<file path="config.mk">
export PLATFORM = sky130hd
export DESIGN_NAME = ped_request_unit_flat
export DESIGN_NICKNAME = d
export VERILOG_FILES = /design/src/rtl/ped_request_unit_pkg.sv /design/src/rtl/ped_request_unit_if.sv /design/src/rtl/ped_button_debounce.sv /design/src/rtl/ped_request_unit.sv /design/src/flat_wrapper.sv
export SDC_FILE = /design/constraint.sdc
export NUM_CORES = 1
export LEC_CHECK = 0
export ABC_AREA = 1
export BUFFER_PORTS_ARGS = -buffer_cell sky130_fd_sc_hd__buf_4
export CAP_MARGIN = 20
export CORE_MARGIN = 8
export CORE_UTILIZATION = 45
export CTS_BUF_LIST = sky130_fd_sc_hd__clkbuf_8
export DETAILED_ROUTE_END_ITERATION = 7
export PLACE_DENSITY = 0.67
export SLEW_MARGIN = 15
export SYNTH_ARGS = -nofsm -noshare
export SYNTH_HDL_FRONTEND = slang
export SYNTH_HIERARCHICAL = 1
export SYNTH_SLANG_ARGS = --single-unit
export TNS_END_PERCENT = 1
</file>
<file path="constraint.sdc">
create_clock -name clk -period 3.5 [get_ports clk]
set_input_delay 0.175 -clock clk [delete_from_list [all_inputs] [get_ports clk]]
set_output_delay 0.175 -clock clk [all_outputs]
set_load 0.01 [all_outputs]
</file>
<file path="src/rtl/ped_request_unit_pkg.sv">
// Shared types and constants for the pedestrian request unit.
// Holds the FSM state encoding, the default timing constants, the display
// and statistics widths, and a saturating increment helper.
package ped_pkg;

    typedef enum logic [1:0] {
        IDLE     = 2'b00,
        ARMED    = 2'b01,
        SERVING  = 2'b10,
        COOLDOWN = 2'b11
    } ped_state_e;

    localparam int unsigned DEF_DEBOUNCE_CYCLES = 4;
    localparam int unsigned DEF_CROSSING_TIME   = 15;
    localparam int unsigned DEF_COOLDOWN_CYCLES = 8;

    localparam int unsigned CD_W   = 5;
    localparam int unsigned WAIT_W = 8;

    // Increment that sticks at all-ones instead of wrapping.
    function automatic logic [WAIT_W-1:0] sat_inc_wait(input logic [WAIT_W-1:0] v);
        return (v == {WAIT_W{1'b1}}) ? v : v + WAIT_W'(1);
    endfunction

endpackage

</file>
<file path="src/rtl/ped_request_unit_if.sv">
// Kerb-side / controller signal bundle of the pedestrian request unit.
//   button_raw         raw push-button level (1 = pressed)
//   pedestrian_light   controller walk signal (1 = crossing granted)
//   pedestrian_request held request to the controller
//   wait_lamp          "WAIT" indicator
//   walk_countdown     remaining walk time, 0 when not serving
//   last_wait          request-to-grant cycles of the last served request
// master drives the button and light; slave is the request unit.
interface ped_request_unit_if;
    import ped_pkg::*;

    logic              button_raw;
    logic              pedestrian_light;
    logic              pedestrian_request;
    logic              wait_lamp;
    logic [CD_W-1:0]   walk_countdown;
    logic [WAIT_W-1:0] last_wait;

    modport master (
        output button_raw,
        output pedestrian_light,
        input  pedestrian_request,
        input  wait_lamp,
        input  walk_countdown,
        input  last_wait
    );

    modport slave (
        input  button_raw,
        input  pedestrian_light,
        output pedestrian_request,
        output wait_lamp,
        output walk_countdown,
        output last_wait
    );

endinterface

</file>
<file path="src/rtl/ped_button_debounce.sv">
// Button input path: two-flop synchroniser, level debouncer and press pulse.
//   clk, reset    clock, asynchronous active-high reset
//   button_raw_i  asynchronous bouncing button level
//   press_c       high for the cycle in which the debounced level is about
//                 to rise 0->1 (decoded from registered state only)
module ped_button_debounce #(
    parameter int unsigned DEBOUNCE_CYCLES = ped_pkg::DEF_DEBOUNCE_CYCLES
) (
    input  logic clk,
    input  logic reset,
    input  logic button_raw_i,
    output logic press_c
);

    localparam int unsigned CNT_W = (DEBOUNCE_CYCLES > 2) ? $clog2(DEBOUNCE_CYCLES) : 1;
    localparam logic [CNT_W-1:0] CNT_LAST = CNT_W'(DEBOUNCE_CYCLES - 1);

    logic             sync1_q;
    logic             sync2_q;
    logic             db_level_q;
    logic [CNT_W-1:0] cnt_q;
    logic             differ_c;
    logic             accept_c;

    assign differ_c = (sync2_q != db_level_q);
    // Enough consecutive differing samples: the new level is taken this edge.
    assign accept_c = differ_c && (cnt_q == CNT_LAST);
    assign press_c  = accept_c && sync2_q;

    // Synchroniser and debounce counter.
    always_ff @(posedge clk or posedge reset) begin
        if (reset) begin
            sync1_q    <= 1'b0;
            sync2_q    <= 1'b0;
            db_level_q <= 1'b0;
            cnt_q      <= '0;
        end else begin
            sync1_q <= button_raw_i;
            sync2_q <= sync1_q;
            if (!differ_c) begin
                cnt_q <= '0;
            end else if (accept_c) begin
                db_level_q <= sync2_q;
                cnt_q      <= '0;
            end else begin
                cnt_q <= cnt_q + CNT_W'(1);
            end
        end
    end

endmodule

</file>
<file path="src/rtl/ped_request_unit.sv">
// Pedestrian push-button front end for the traffic light controller.
// Debounces the button, holds a request until the controller grants the
// crossing, drives the WAIT lamp and walk countdown, and enforces a cooldown
// after each crossing.
//   clk, reset  clock, asynchronous active-high reset
//   bus         ped_request_unit_if.slave (button, light, request, lamp,
//               countdown, last_wait)
// Optional feature macro PED_WAIT_STATS_EN: when defined, last_wait reports
// the request-to-grant cycle count of the last served request (saturating at
// 255); when undefined last_wait is tied to 0.
module ped_request_unit
    import ped_pkg::*;
#(
    parameter int unsigned DEBOUNCE_CYCLES = DEF_DEBOUNCE_CYCLES,
    parameter int unsigned CROSSING_TIME   = DEF_CROSSING_TIME,
    parameter int unsigned COOLDOWN_CYCLES = DEF_COOLDOWN_CYCLES
) (
    input  logic               clk,
    input  logic               reset,
    ped_request_unit_if.slave  bus
);

    localparam int unsigned COOL_W = $clog2(COOLDOWN_CYCLES + 1);
    localparam logic [CD_W-1:0]   CD_LOAD   = CD_W'(CROSSING_TIME);
    localparam logic [COOL_W-1:0] COOL_LOAD = COOL_W'(COOLDOWN_CYCLES - 1);

    ped_state_e        state_q;
    logic              pending_q;
    logic              req_q;
    logic [CD_W-1:0]   countdown_q;
    logic [COOL_W-1:0] cool_q;
    logic              press_c;
    logic              light;

    assign light = bus.pedestrian_light;

    ped_button_debounce #(
        .DEBOUNCE_CYCLES (DEBOUNCE_CYCLES)
    ) u_debounce (
        .clk          (clk),
        .reset        (reset),
        .button_raw_i (bus.button_raw),
        .press_c      (press_c)
    );

    // Request FSM with registered request and countdown.
    always_ff @(posedge clk or posedge reset) begin
        if (reset) begin
            state_q     <= IDLE;
            pending_q   <= 1'b0;
            req_q       <= 1'b0;
            countdown_q <= '0;
            cool_q      <= '0;
        end else begin
            case (state_q)
                IDLE: begin
                    // An unsolicited grant takes priority over a coincident press.
                    if (light) begin
                        state_q     <= SERVING;
                        countdown_q <= CD_LOAD;
                    end else if (press_c) begin
                        state_q <= ARMED;
                        req_q   <= 1'b1;
                    end
                end
                ARMED: begin
                    // Presses here are dropped, including one coincident with the grant.
                    if (light) begin
                        state_q     <= SERVING;
                        req_q       <= 1'b0;
                        countdown_q <= CD_LOAD;
                    end
                end
                SERVING: begin
                    if (!light) begin
                        state_q     <= COOLDOWN;
                        countdown_q <= '0;
                        cool_q      <= COOL_LOAD;
                    end else if (countdown_q != '0) begin
                        countdown_q <= countdown_q - CD_W'(1);
                    end
                    if (press_c) begin
                        pending_q <= 1'b1;
                    end
                end
                COOLDOWN: begin
                    // A press in the last cooldown cycle still counts.
                    if (cool_q == '0) begin
                        pending_q <= 1'b0;
                        if (pending_q || press_c) begin
                            state_q <= ARMED;
                            req_q   <= 1'b1;
                        end else begin
                            state_q <= IDLE;
                        end
                    end else begin
                        cool_q <= cool_q - COOL_W'(1);
                        if (press_c) begin
                            pending_q <= 1'b1;
                        end
                    end
                end
                default: begin
                    state_q <= IDLE;
                end
            endcase
        end
    end

    assign bus.pedestrian_request = req_q;
    assign bus.wait_lamp          = req_q;
    assign bus.walk_countdown     = countdown_q;

`ifdef PED_WAIT_STATS_EN
    logic [WAIT_W-1:0] wait_q;
    logic [WAIT_W-1:0] last_wait_q;

    // Wait counter rests at 0 outside ARMED, so it starts from 0 on entry.
    always_ff @(posedge clk or posedge reset) begin
        if (reset) begin
            wait_q      <= '0;
            last_wait_q <= '0;
        end else begin
            if (state_q == ARMED) begin
                wait_q <= sat_inc_wait(wait_q);
            end else begin
                wait_q <= '0;
            end
            // The grant cycle itself is still an ARMED cycle.
            if ((state_q == ARMED) && light) begin
                last_wait_q <= sat_inc_wait(wait_q);
            end
        end
    end

    assign bus.last_wait = last_wait_q;
`else
    assign bus.last_wait = '0;
`endif

endmodule

</file>
<file path="src/flat_wrapper.sv">
// flat-port wrapper written by rule: the top's interface ports become plain ports
module ped_request_unit_flat import ped_pkg::*;
#(
    parameter int unsigned DEBOUNCE_CYCLES = DEF_DEBOUNCE_CYCLES,
    parameter int unsigned CROSSING_TIME   = DEF_CROSSING_TIME,
    parameter int unsigned COOLDOWN_CYCLES = DEF_COOLDOWN_CYCLES
)
  (clk, reset, bus_button_raw, bus_pedestrian_light, bus_pedestrian_request, bus_wait_lamp, bus_walk_countdown, bus_last_wait);
  ped_request_unit_if bus_i ();
  input  logic clk;
  input  logic reset;
  input wire logic [$bits(bus_i.button_raw)-1:0] bus_button_raw;
  input wire logic [$bits(bus_i.pedestrian_light)-1:0] bus_pedestrian_light;
  output wire logic [$bits(bus_i.pedestrian_request)-1:0] bus_pedestrian_request;
  output wire logic [$bits(bus_i.wait_lamp)-1:0] bus_wait_lamp;
  output wire logic [$bits(bus_i.walk_countdown)-1:0] bus_walk_countdown;
  output wire logic [$bits(bus_i.last_wait)-1:0] bus_last_wait;
  assign bus_i.button_raw = bus_button_raw;
  assign bus_i.pedestrian_light = bus_pedestrian_light;
  assign bus_pedestrian_request = bus_i.pedestrian_request;
  assign bus_wait_lamp = bus_i.wait_lamp;
  assign bus_walk_countdown = bus_i.walk_countdown;
  assign bus_last_wait = bus_i.last_wait;
  ped_request_unit #(.DEBOUNCE_CYCLES(DEBOUNCE_CYCLES), .CROSSING_TIME(CROSSING_TIME), .COOLDOWN_CYCLES(COOLDOWN_CYCLES)) u_core (.clk(clk), .reset(reset), .bus(bus_i));
endmodule
</file>
==> metrics.yaml, run 1 <==
startpoint_type: "register"
post-synth-top-area-cell: "sky130_fd_sc_hd__dfrtp_1"
final_wtd_congestion: 0.7747
dr_total_vias: 956
critPathCaptureType: "register"
grt_pass1_wl_mm: 3.746
clock_latency_late_sink_ps: 250
antenna_cells: 0
list_of_most_frequent_post_synthesis_cells: "41 x sky130_fd_sc_hd__nand2_1, 22 x sky130_fd_sc_hd__inv_1, 18 x sky130_fd_sc_hd__dfrtp_1, 11 x sky130_fd_sc_hd__nor2_1"
final_critical_period_ps: 1511
max_slew_headroom: 0.6409
placeableCoreArea_um2: 2477
yosysMostFrequentCell: "sky130_fd_sc_hd__nand2_1"
grt_usage: 0.1075
netlist_instances: 152
cts.htree.levels: 1
clock_tree_buffer_depth: 2
clock_share_of_power: 0.140
critical_path_peak_fanout: 7
portBuffers: 10
first_global_vias: 898
reg2reg_setup_slack_ps: 1990
std_cell_rows: 18
finalSetupTns_ps: 0
drtPass1Iterations: 4
cp.buffers_inverters: 3
wl_per_cell_um: 11.64
power.density_nw_per_um2: 793.7
cts_setup_buffers: 0
synthArstFlopShare: 1.000
library_cell_used_as_clock_root_buffer: "sky130_fd_sc_hd__clkbuf_8"
area_growth_syn_to_layout_pct: 10.47
synth.top_cells.by_area: "sky130_fd_sc_hd__dfrtp_1 38%, sky130_fd_sc_hd__nand2_1 13%, sky130_fd_sc_hd__ha_1 8.5%"
largest_net_degree_at_the_start_of_global_routing: 14
max-cap-violations: 0
ios: 19
worst_path_largest_cell_delay_ps: 400
grt_residual_overflow: 0
die-area_um2: 4491
cp-startpoint: "u_core/state_q[0]$_DFFE_PP0P_"
routed_via_density: 4.928
avgSynthCellArea_um2: 7.705
cp.arrival_ps: 1660
cts_tree: "built"
fp.dieW_um: 67.02
worstReg2RegStart: "u_core/state_q[0]$_DFFE_PP0P_"
synth_area_um2: 1171
worst_setup_path_class: "reg -> reg"
synth_edf_count: 0
status: "finished, final reports clean"
report.final.setup_viol: 0
yosysWarningCount: 6
combinational_group_share_of_total_power: 0.528
initial_antenna_violation_count: 0
finalClockSkew_ps: 1.671
crit_required_ps: 3640
fp.dieH_um: 67.02
critPathSlowestCell: "sky130_fd_sc_hd__dfrtp_1"
drcViolationCount: 0
detail_route_antenna_nets: 0
final_number_of_hold_violating_endpoints: 0
min_path_type: "in -> reg"
initial_core_util: 0.4727
final_net_count: 178
switchingPower_w: 0.0004546
sw_frac_of_total: 0.4428
leakagePower_nw: 0.7172
drtIter0Drc: 37
postSynthRegisterBits: 18
post_route_cells_drive_above_1_share: 0.1585
period_share: 0.4318
synth-main-ff-cell: "sky130_fd_sc_hd__dfrtp_1"
post_synthesis_cell_type_count: 24
dpl.hpwl_mm: 1.787
routed_wl_mm: 2.259
clk_pin_slew_worst_paths_ps: 70
vdd_ir_drop_max_uv: 393.5
max_freq_mhz: 661.7
clock-sinks: 18
synth_sequential_area_ratio: 0.3846
synth_top_area_share: 0.3846
worst_hold_startpoint: "bus_button_raw"
seqPwrFrac: 0.332
rsz0062_at_grt: "no"
drv_slew: 0
transition_time_of_the_tightest_slew_check_pin_ps: 538.1
fin_total_pwr_w: 0.001027
timing.critical_path.cells: "inv_1, ha_1, nand2_2, inv_2, nand2_2, nor2_4, nor2_4, inv_1, nand2_1, nand2_1"
internal_pwr_total_w: 0.0005721
numCtsBuffers: 3
top_cell_family_by_delay_on_the_critical_path: "simple AND/OR/NAND/NOR gates"
==> flip-flops by register name, indices dropped and copies added, names as in the netlist <==
| signal | count |
|---|---|
| u_core/bus.pedestrian_request | 1 |
| u_core/state_q | 2 |
| u_core/u_debounce/cnt_q | 2 |
| u_core/bus.walk_countdown | 5 |
| u_core/u_debounce/sync1_q | 1 |
| u_core/u_debounce/sync2_q | 1 |
| u_core/u_debounce/db_level_q | 1 |
| u_core/pending_q | 1 |
| u_core/cool_q | 4 |
==> path summary, 6_finish.rpt <==
| path | to | cells after the start |
|---|---|---|
| min in group asynchronous | u_core/u_debounce/db_level_q$_DFFE_PP0P_ | 3 |
| min | u_core/u_debounce/sync1_q$_DFF_PP0_ | 1 |
| max reg2reg | u_core/bus.walk_countdown[3]$_DFFE_PP0P_ | 10 |
| max in group asynchronous | u_core/cool_q[1]$_DFFE_PP0P_ | 3 |
| min reg2reg | u_core/u_debounce/sync2_q$_DFF_PP0_ | 0 |
| max | u_core/bus.walk_countdown[3]$_DFFE_PP0P_ | 10 |
==> repair_timing <==
action | in CTS | in global routing
hold buffers | 1 | 0
endpoints found under the hold margin | 18 | 0
resized for setup | 0 | 0
==> area by class of cell <==
cell class                      count  area (um2)
Clock buffer                        3       41.29
Multi-Input combinational cell    107       585.6
Fill cell                         244        1184
Sequential cell                    18       450.4
Inverter                           25       93.84
Tap cell                           30       37.54
Timing Repair Buffer               11       85.08
==> stage by stage <==
step	std cells	setup slack [ps]	utilization	hold WS [ps]	cell area, um2
detailed placement	190	2014	0.5015	92.68	1242
CTS	194	1988	0.5222	27.41	1294
global route	194	1822	0.5222	21.70	1294
finish	194	1989	0.5222	27.95	1294
floorplan	159	2152	-	-46.48	1197
global placement	190	2079	0.5015	89.07	1242
==> worst register-to-register path: stages, from the launching register on <==
cell	delay, ps
sky130_fd_sc_hd__dfrtp_1	400
sky130_fd_sc_hd__inv_1	100
sky130_fd_sc_hd__ha_1	270
sky130_fd_sc_hd__nand2_2	140
sky130_fd_sc_hd__inv_2	60
sky130_fd_sc_hd__nand2_2	80
sky130_fd_sc_hd__nor2_4	40
sky130_fd_sc_hd__nor2_4	130
sky130_fd_sc_hd__inv_1	70
sky130_fd_sc_hd__nand2_1	60
sky130_fd_sc_hd__nand2_1	60
==> routing by layer <==
layer | routed length [um] | GRT usage
met5 | 0 | 0
met4 | 46 | 0.05483
met3 | 121 | 0.02852
met2 | 1161 | 0.1959
met1 | 930 | 0.1093
==> cells in the final DEF, fill, tap and decap left out, drive strengths merged <==
cell type and count:
a21boi 2, or2 1, nand3b 1, buf 10, nand4 3, nor3b 1, conb 8, nand2 46
dfrtp 18, clkbuf 3, nand3 11, nor3 1, a21oi 2, o21ai 10, dlygate4sd3 1, inv 25
nor2 13, ha 8
==> power by group through the flow <==
stage	Combinational [W]	Sequential (W)	Clock [W]
finish	0.000542	0.000341	0.000144
detailed placement	0.000538	0.000345	0
global placement	0.000526	0.000341	0
CTS	0.000545	0.000343	0.000146
global route	0.000616	0.000354	0.000156
floorplan	0.000401	0.000345	0
==> cells by family (layout without fill, tap and decap cells) <==
family / after synthesis / count (layout) / synth area share
other cells: 1 / 8 / 0.003202
compound gates: 14 / 14 / 0.06730
simple gates: 77 / 77 / 0.3216
flops: 18 / 18 / 0.3846
fa+ha+maj: 8 / 8 / 0.08547
buf+inv: 34 / 39 / 0.1378
(Power assumes the default switching activity.)
==> run 2: changes to the inputs <==
--- a/config.mk
+++ b/config.mk
@@ -5,7 +5,7 @@
 export SDC_FILE = /design/constraint.sdc
 export NUM_CORES = 1
 export LEC_CHECK = 0
-export ABC_AREA = 1
+export ABC_AREA = 0
 export BUFFER_PORTS_ARGS = -buffer_cell sky130_fd_sc_hd__buf_4
 export CAP_MARGIN = 20
 export CORE_MARGIN = 8
==> constraint.sdc (replaced) <==
create_clock -name clk -period 1.5 [get_ports clk]
set_input_delay 0.075 -clock clk [delete_from_list [all_inputs] [get_ports clk]]
set_output_delay 0.075 -clock clk [all_outputs]
set_load 0.01 [all_outputs]
==> run 2 against run 1 <==
The flow now finishes with violations (setup timing); non-clock buffer count is 32 higher; critical endpoint is now u_core/state_q[1]$_DFFE_PP0P_; power rose to 3.2 times the previous value; clock-buffer cell count is 1 higher.
==> metrics.yaml, run 2 <==
wl_per_cell_um: 14.48
finalClockSkew_ps: 2.669
layout.cells.most_common: "sky130_fd_sc_hd__buf_4"
dr_total_vias: 1002
critical_path_peak_fanout: 3
routed_via_density: 5.219
ios: 19
grtUsageMet3: 0.03051
post_synthesis_cell_type_count: 34
netlist_instances: 121
cts_tree: "built"
leakagePower_nw: 0.7834
clock_latency_late_sink_ps: 260
final_number_of_hold_violating_endpoints: 0
largest_register_ffs: 5
met2_usage: 0.2388
detail_route_antenna_nets: 0
initial_core_util: 0.4671
layoutNonFillerInstCount: 192
area_growth_syn_to_layout_pct: 41.96
placed_cells: 176
numCtsBuffers: 3
synthArstFlopShare: 1.000
status: "finished, violations left"
drtIter0Drc: 43
portBuffers: 10
synth_edf_count: 0
std_cell_rows: 18
post_route_cells_drive_above_1_share: 0.4630
violations: "setup timing"
fp.dieW_um: 66.25
grt_residual_overflow: 0
transition_time_of_the_tightest_slew_check_pin_ps: 513.0
library_cell_used_as_clock_root_buffer: "sky130_fd_sc_hd__clkbuf_8"
post-synth-top-area-cell: "sky130_fd_sc_hd__dfrtp_1"
grt_usage: 0.1412
synth-main-ff-cell: "sky130_fd_sc_hd__dfrtp_1"
fin_ws_ps: -56.96
power.density_nw_per_um2: 2040
antenna_cells: 0
placeableCoreArea_um2: 2432
finalSetupTns_ps: -201.5
avgSynthCellArea_um2: 9.389
synth.top_cells.by_area: "sky130_fd_sc_hd__dfrtp_1 40%, sky130_fd_sc_hd__ha_1 8.8%, sky130_fd_sc_hd__buf_4 5.9%"
report.final.setup_viol: 6
first_global_vias: 1061
max_freq_mhz: 642.3
final_wtd_congestion: 0.7951
grt_pass1_wl_mm: 4.719
synth_area_um2: 1136
crit_required_ps: 1680
min_path_type: "in -> reg"
synth_top_area_share: 0.3965
routed_wl_mm: 2.781
worst_setup_path_class: "reg -> reg"
list_of_most_frequent_post_synthesis_cells: "18 x sky130_fd_sc_hd__dfrtp_1, 14 x sky130_fd_sc_hd__inv_1, 11 x sky130_fd_sc_hd__nor2_1, 9 x sky130_fd_sc_hd__buf_4, 8 x sky130_fd_sc_hd__ha_1"
postSynthRegisterBits: 18
cts.htree.levels: 1
die-area_um2: 4388
largest_net_degree_at_the_start_of_global_routing: 14
period_share: 1.038
setup_ws_pre_cts_ps: -146.6
max_slew_headroom: 0.6576
yosysMostFrequentCell: "sky130_fd_sc_hd__dfrtp_1"
cp.arrival_ps: 1730
yosysWarningCount: 6
synth_sequential_area_ratio: 0.3965
final_critical_period_ps: 1557
top_usage_layer: "met2"
rsz0062_at_grt: "yes"
dpl.hpwl_mm: 1.857
clock_tree_buffer_depth: 2
clock-sinks: 18
critPathCaptureType: "register"
max-cap-violations: 0
fp.dieH_um: 66.25
drv_slew: 0
mostFrequentLayoutCells: "39 x sky130_fd_sc_hd__buf_4, 16 x sky130_fd_sc_hd__dfrtp_1, 12 x sky130_fd_sc_hd__inv_1"
holdWs_ps: 159.5
global_route.usage.met1: 0.1598
startpoint_type: "register"
clk_pin_slew_worst_paths_ps: 70
drtPass1Iterations: 4
drcViolationCount: 0
final_net_count: 175
initial_antenna_violation_count: 0
vdd_ir_drop_max_uv: 1245
[run 2: logic make-up (layout without fill, tap and decap cells)]
group           Yosys count  count (layout)  synth area share
compound gates           28              28            0.1685
xor+xnor                  1               1          0.007711
fa+ha+maj                 8               8           0.08811
buf+inv                  27              61            0.1277
flops                    18              18            0.3965
mux                       6               6           0.05507
other cells               1               8          0.003301
simple gates             32              32            0.1531
[run 2: layer usage]
layer | routed length (um) | vias up
met5 | 0 | -
li1 | - | 474
met1 | 1186 | 493
met4 | 74 | 0
met3 | 159 | 6
met2 | 1361 | 29
[run 2: final cells by class]
| cell class | count | area (um2) |
|---|---|---|
| Clock buffer | 4 | 55.05 |
| Sequential cell | 18 | 452.9 |
| Tap cell | 30 | 37.54 |
| Fill cell | 197 | 819.5 |
| Timing Repair Buffer | 43 | 335.3 |
| Multi-Input combinational cell | 83 | 679.4 |
| Inverter | 14 | 52.55 |
[run 2: worst max-delay path: stages (launching register included)]
cell,delay (ps)
sky130_fd_sc_hd__dfrtp_2,420
sky130_fd_sc_hd__inv_2,80
sky130_fd_sc_hd__buf_4,130
sky130_fd_sc_hd__buf_4,120
sky130_fd_sc_hd__buf_4,120
sky130_fd_sc_hd__buf_4,120
sky130_fd_sc_hd__buf_4,120
sky130_fd_sc_hd__buf_4,120
sky130_fd_sc_hd__buf_4,120
sky130_fd_sc_hd__mux2i_1,130
[run 2: through the flow]
stage               total power, W  instance area [um2]    util
finish                    0.003290                 1613  0.6631
global placement          0.002318                 1354  0.5566
detailed placement        0.002388                 1354  0.5566
global route              0.003533                 1613  0.6631
CTS                       0.003207                 1592  0.6543
floorplan                 0.001778                 1182       -
[run 2: worst paths after layout]
kind	slack (ps)	start	depth (start not counted)	end
hold / removal	160	bus_pedestrian_light	3	u_core/cool_q[3]$_DFFE_PP0P_
setup / recovery	-60	u_core/state_q[1]$_DFFE_PP0P_	9	u_core/state_q[1]$_DFFE_PP0P_
max in group asynchronous	720	reset	3	u_core/state_q[0]$_DFFE_PP0P_
hold reg to reg	360	u_core/u_debounce/sync1_q$_DFF_PP0_	0	u_core/u_debounce/sync2_q$_DFF_PP0_
setup reg to reg	-60	u_core/state_q[1]$_DFFE_PP0P_	9	u_core/state_q[1]$_DFFE_PP0P_
min in group asynchronous	280	reset	3	u_core/u_debounce/sync1_q$_DFF_PP0_
[run 2: power breakdown]
part,internal [W],switching [W]
clock,0.000233,0.000169
sequential,0.000668,0.000158
combinational,0.00114,0.000921
[run 2: what timing repair did]
action	in CTS	in global routing
setup buffers	10	0
hold endpoints to repair	19	0
gates cloned	0	0
pin swaps	10	2
gates resized for setup	25	5
hold buffers	2	0
endpoints found under the setup margin	9	11
==> run 3: changes to the inputs <==
--- a/config.mk
+++ b/config.mk
@@ -12,7 +12,7 @@
 export CORE_UTILIZATION = 45
 export CTS_BUF_LIST = sky130_fd_sc_hd__clkbuf_8
 export DETAILED_ROUTE_END_ITERATION = 7
-export PLACE_DENSITY = 0.67
+export PLACE_DENSITY = 0.71
 export SLEW_MARGIN = 15
 export SYNTH_ARGS = -nofsm -noshare
 export SYNTH_HDL_FRONTEND = slang
==> run 3 against run 2 <==
The flow still finishes with violations (setup timing); sequential power decreased by 2.5%; critical path depth decreased by 2; clock power decreased by 17%; die area unchanged; clock-buffer cell count decreased by 1; hold slack got worse by 14 ps; via count decreased by 3.5%; setup slack got worse by 49 ps; non-clock buffer count decreased by 7; design area decreased by 6.3%; clock skew increased by 1.3 ps; sequential share of layout area increased by 1.8 points; critical endpoint is now u_core/state_q[0]$_DFFE_PP0P_.
==> metrics.yaml, run 3 (same netlist as run 2, synthesis figures left out) <==
sw_frac_of_total: 0.3902
min_path_type: "in -> reg"
layout.filler_cells: 204
grt_pass1_wl_mm: 4.160
fp.dieH_um: 66.25
std_cell_rows: 18
period_share: 1.071
area_growth_syn_to_layout_pct: 33.04
max-cap-violations: 0
fp.dieW_um: 66.25
reg2reg_setup_slack_ps: -110
status: "finished, violations left"
vdd_ir_drop_max_uv: 1141
report.final.setup_viol: 7
timing.hold.worst_endpoint: "u_core/cool_q[3]$_DFFE_PP0P_"
fin_ws_ps: -106.0
crit_required_ps: 1680
total_area_of_multi_input_combinational_cells_um2: 649.4
library_cell_used_as_clock_root_buffer: "sky130_fd_sc_hd__clkbuf_8"
largest_net_degree_at_the_start_of_global_routing: 14
detail_route_antenna_nets: 0
drcViolationCount: 0
internal_pwr_total_w: 0.001825
post_route_cells_drive_above_1_share: 0.3831
numCtsBuffers: 3
switchingPower_w: 0.001168
seqPwrFrac: 0.269
mostFrequentLayoutCells: "33 x sky130_fd_sc_hd__buf_4, 17 x sky130_fd_sc_hd__dfrtp_1, 13 x sky130_fd_sc_hd__inv_1"
max_freq_mhz: 622.7
r2r_end: "u_core/state_q[0]$_DFFE_PP0P_"
ios: 19
drtIter0Drc: 51
clock-sinks: 18
violations: "setup timing"
wl_per_cell_um: 14.18
portBuffers: 10
layout.cells.most_common: "sky130_fd_sc_hd__buf_4"
placeableCoreArea_um2: 2432
dpl.hpwl_mm: 1.877
routed_via_density: 5.255
largest_register_ffs: 5
cts.htree.levels: 1
antenna_cells: 0
cp.arrival_ps: 1780
regArea_um2: 451.7
final_number_of_hold_violating_endpoints: 0
final_critical_period_ps: 1606
min_path_cells: 3
combinational_group_share_of_total_power: 0.619
setup_ws_pre_cts_ps: -156.6
startpoint_type: "register"
dr_total_vias: 967
final_net_count: 168
grt_usage: 0.1202
grt_residual_overflow: 0
initial_core_util: 0.4671
initial_antenna_violation_count: 0
worst_hold_startpoint: "bus_pedestrian_light"
holdWs_ps: 145.5
first_global_vias: 960
clock_tree_buffer_depth: 2
leakagePower_nw: 0.7337
final_wtd_congestion: 0.7485
clock_share_of_power: 0.112
max_slew_headroom: 0.6524
critical_path_peak_fanout: 5
die-area_um2: 4388
transition_time_of_the_tightest_slew_check_pin_ps: 520.9
cts_tree: "built"
finalClockSkew_ps: 3.927
cell_count_of_the_worst_reg_to_reg_path: 7
drv_slew: 0
power.density_nw_per_um2: 1980
drtPass1Iterations: 5
clock_latency_late_sink_ps: 250
routed_wl_mm: 2.610
rsz0062_at_grt: "yes"
critPathCaptureType: "register"
clk_pin_slew_worst_paths_ps: 70
worstReg2RegStart: "u_core/state_q[1]$_DFFE_PP0P_"
worst_setup_path_class: "reg -> reg"
==> run 3: power by group through the flow <==
stage	sequential [W]	combinational, W	clock, W
6_report	0.000806	0.00185	0.000335
5_1_grt	0.000825	0.00203	0.000370
4_1_cts	0.000793	0.00157	0.000345
3_5_place_dp	0.000801	0.00154	0
3_3_place_gp	0.000789	0.00146	0
2_1_floorplan	0.000818	0.000961	0
==> run 3: critical path: stages, from the launching register on <==
cell and delay [ps]:
sky130_fd_sc_hd__dfrtp_2 420, sky130_fd_sc_hd__inv_2 80, sky130_fd_sc_hd__ha_4 170, sky130_fd_sc_hd__buf_6 130
sky130_fd_sc_hd__nor2b_1 120, sky130_fd_sc_hd__nor3_1 190, sky130_fd_sc_hd__o21a_1 230, sky130_fd_sc_hd__mux2i_1 200
==> run 3: per-stage QoR <==
stage	utilization	total power, W	TNS, ps	cell area, um2	instances
global placement	0.5442	0.002253	-235.7	1324	172
floorplan	-	0.001778	-383.6	1182	128
detailed placement	0.5442	0.002339	-662.1	1324	172
CTS	0.5746	0.002711	-429.6	1398	178
finish	0.6214	0.002993	-371.4	1511	184
global route	0.6214	0.003221	-969.6	1511	184
==> run 3: layout make-up <==
type                       instances  share of cell area
clock buffer                       3             0.02732
timing repair buffer              36              0.1846
multi-input combinational         83              0.4296
inverter                          14             0.03477
tap                               30             0.02483
sequential                        18              0.2988
==> run 3: what timing repair did <==
item | CTS | global route
gates resized for setup | 2 | 16
cloned | 0 | 0
pin swaps | 0 | 6
hold endpoints to repair | 19 | 0
endpoints found under the setup margin | 8 | 10
hold buffers | 2 | 0
setup buffers | 1 | 6
==> run 3: per-layer routing <==
metal  GRT usage  up-vias  routed length, um
met1      0.1265      468               1037
met5           0        -                  0
li1            -      460                  -
met2      0.2099       28               1332
met3     0.02542       11                136
met4     0.08000        0                104
==> run 3: how the worst max path moves through the flow <==
stage / start / to
4_1_cts: u_core/state_q[1]$_DFFE_PP0P_ / u_core/state_q[0]$_DFFE_PP0P_
2_1_floorplan: u_core/cool_q[1]$_DFFE_PP0P_ / u_core/state_q[0]$_DFFE_PP0P_
3_5_place_dp: u_core/cool_q[1]$_DFFE_PP0P_ / u_core/state_q[0]$_DFFE_PP0P_
3_3_place_gp: u_core/cool_q[1]$_DFFE_PP0P_ / u_core/state_q[0]$_DFFE_PP0P_
5_1_grt: u_core/state_q[1]$_DFFE_PP0P_ / u_core/state_q[0]$_DFFE_PP0P_
6_report: u_core/state_q[1]$_DFFE_PP0P_ / u_core/state_q[0]$_DFFE_PP0P_
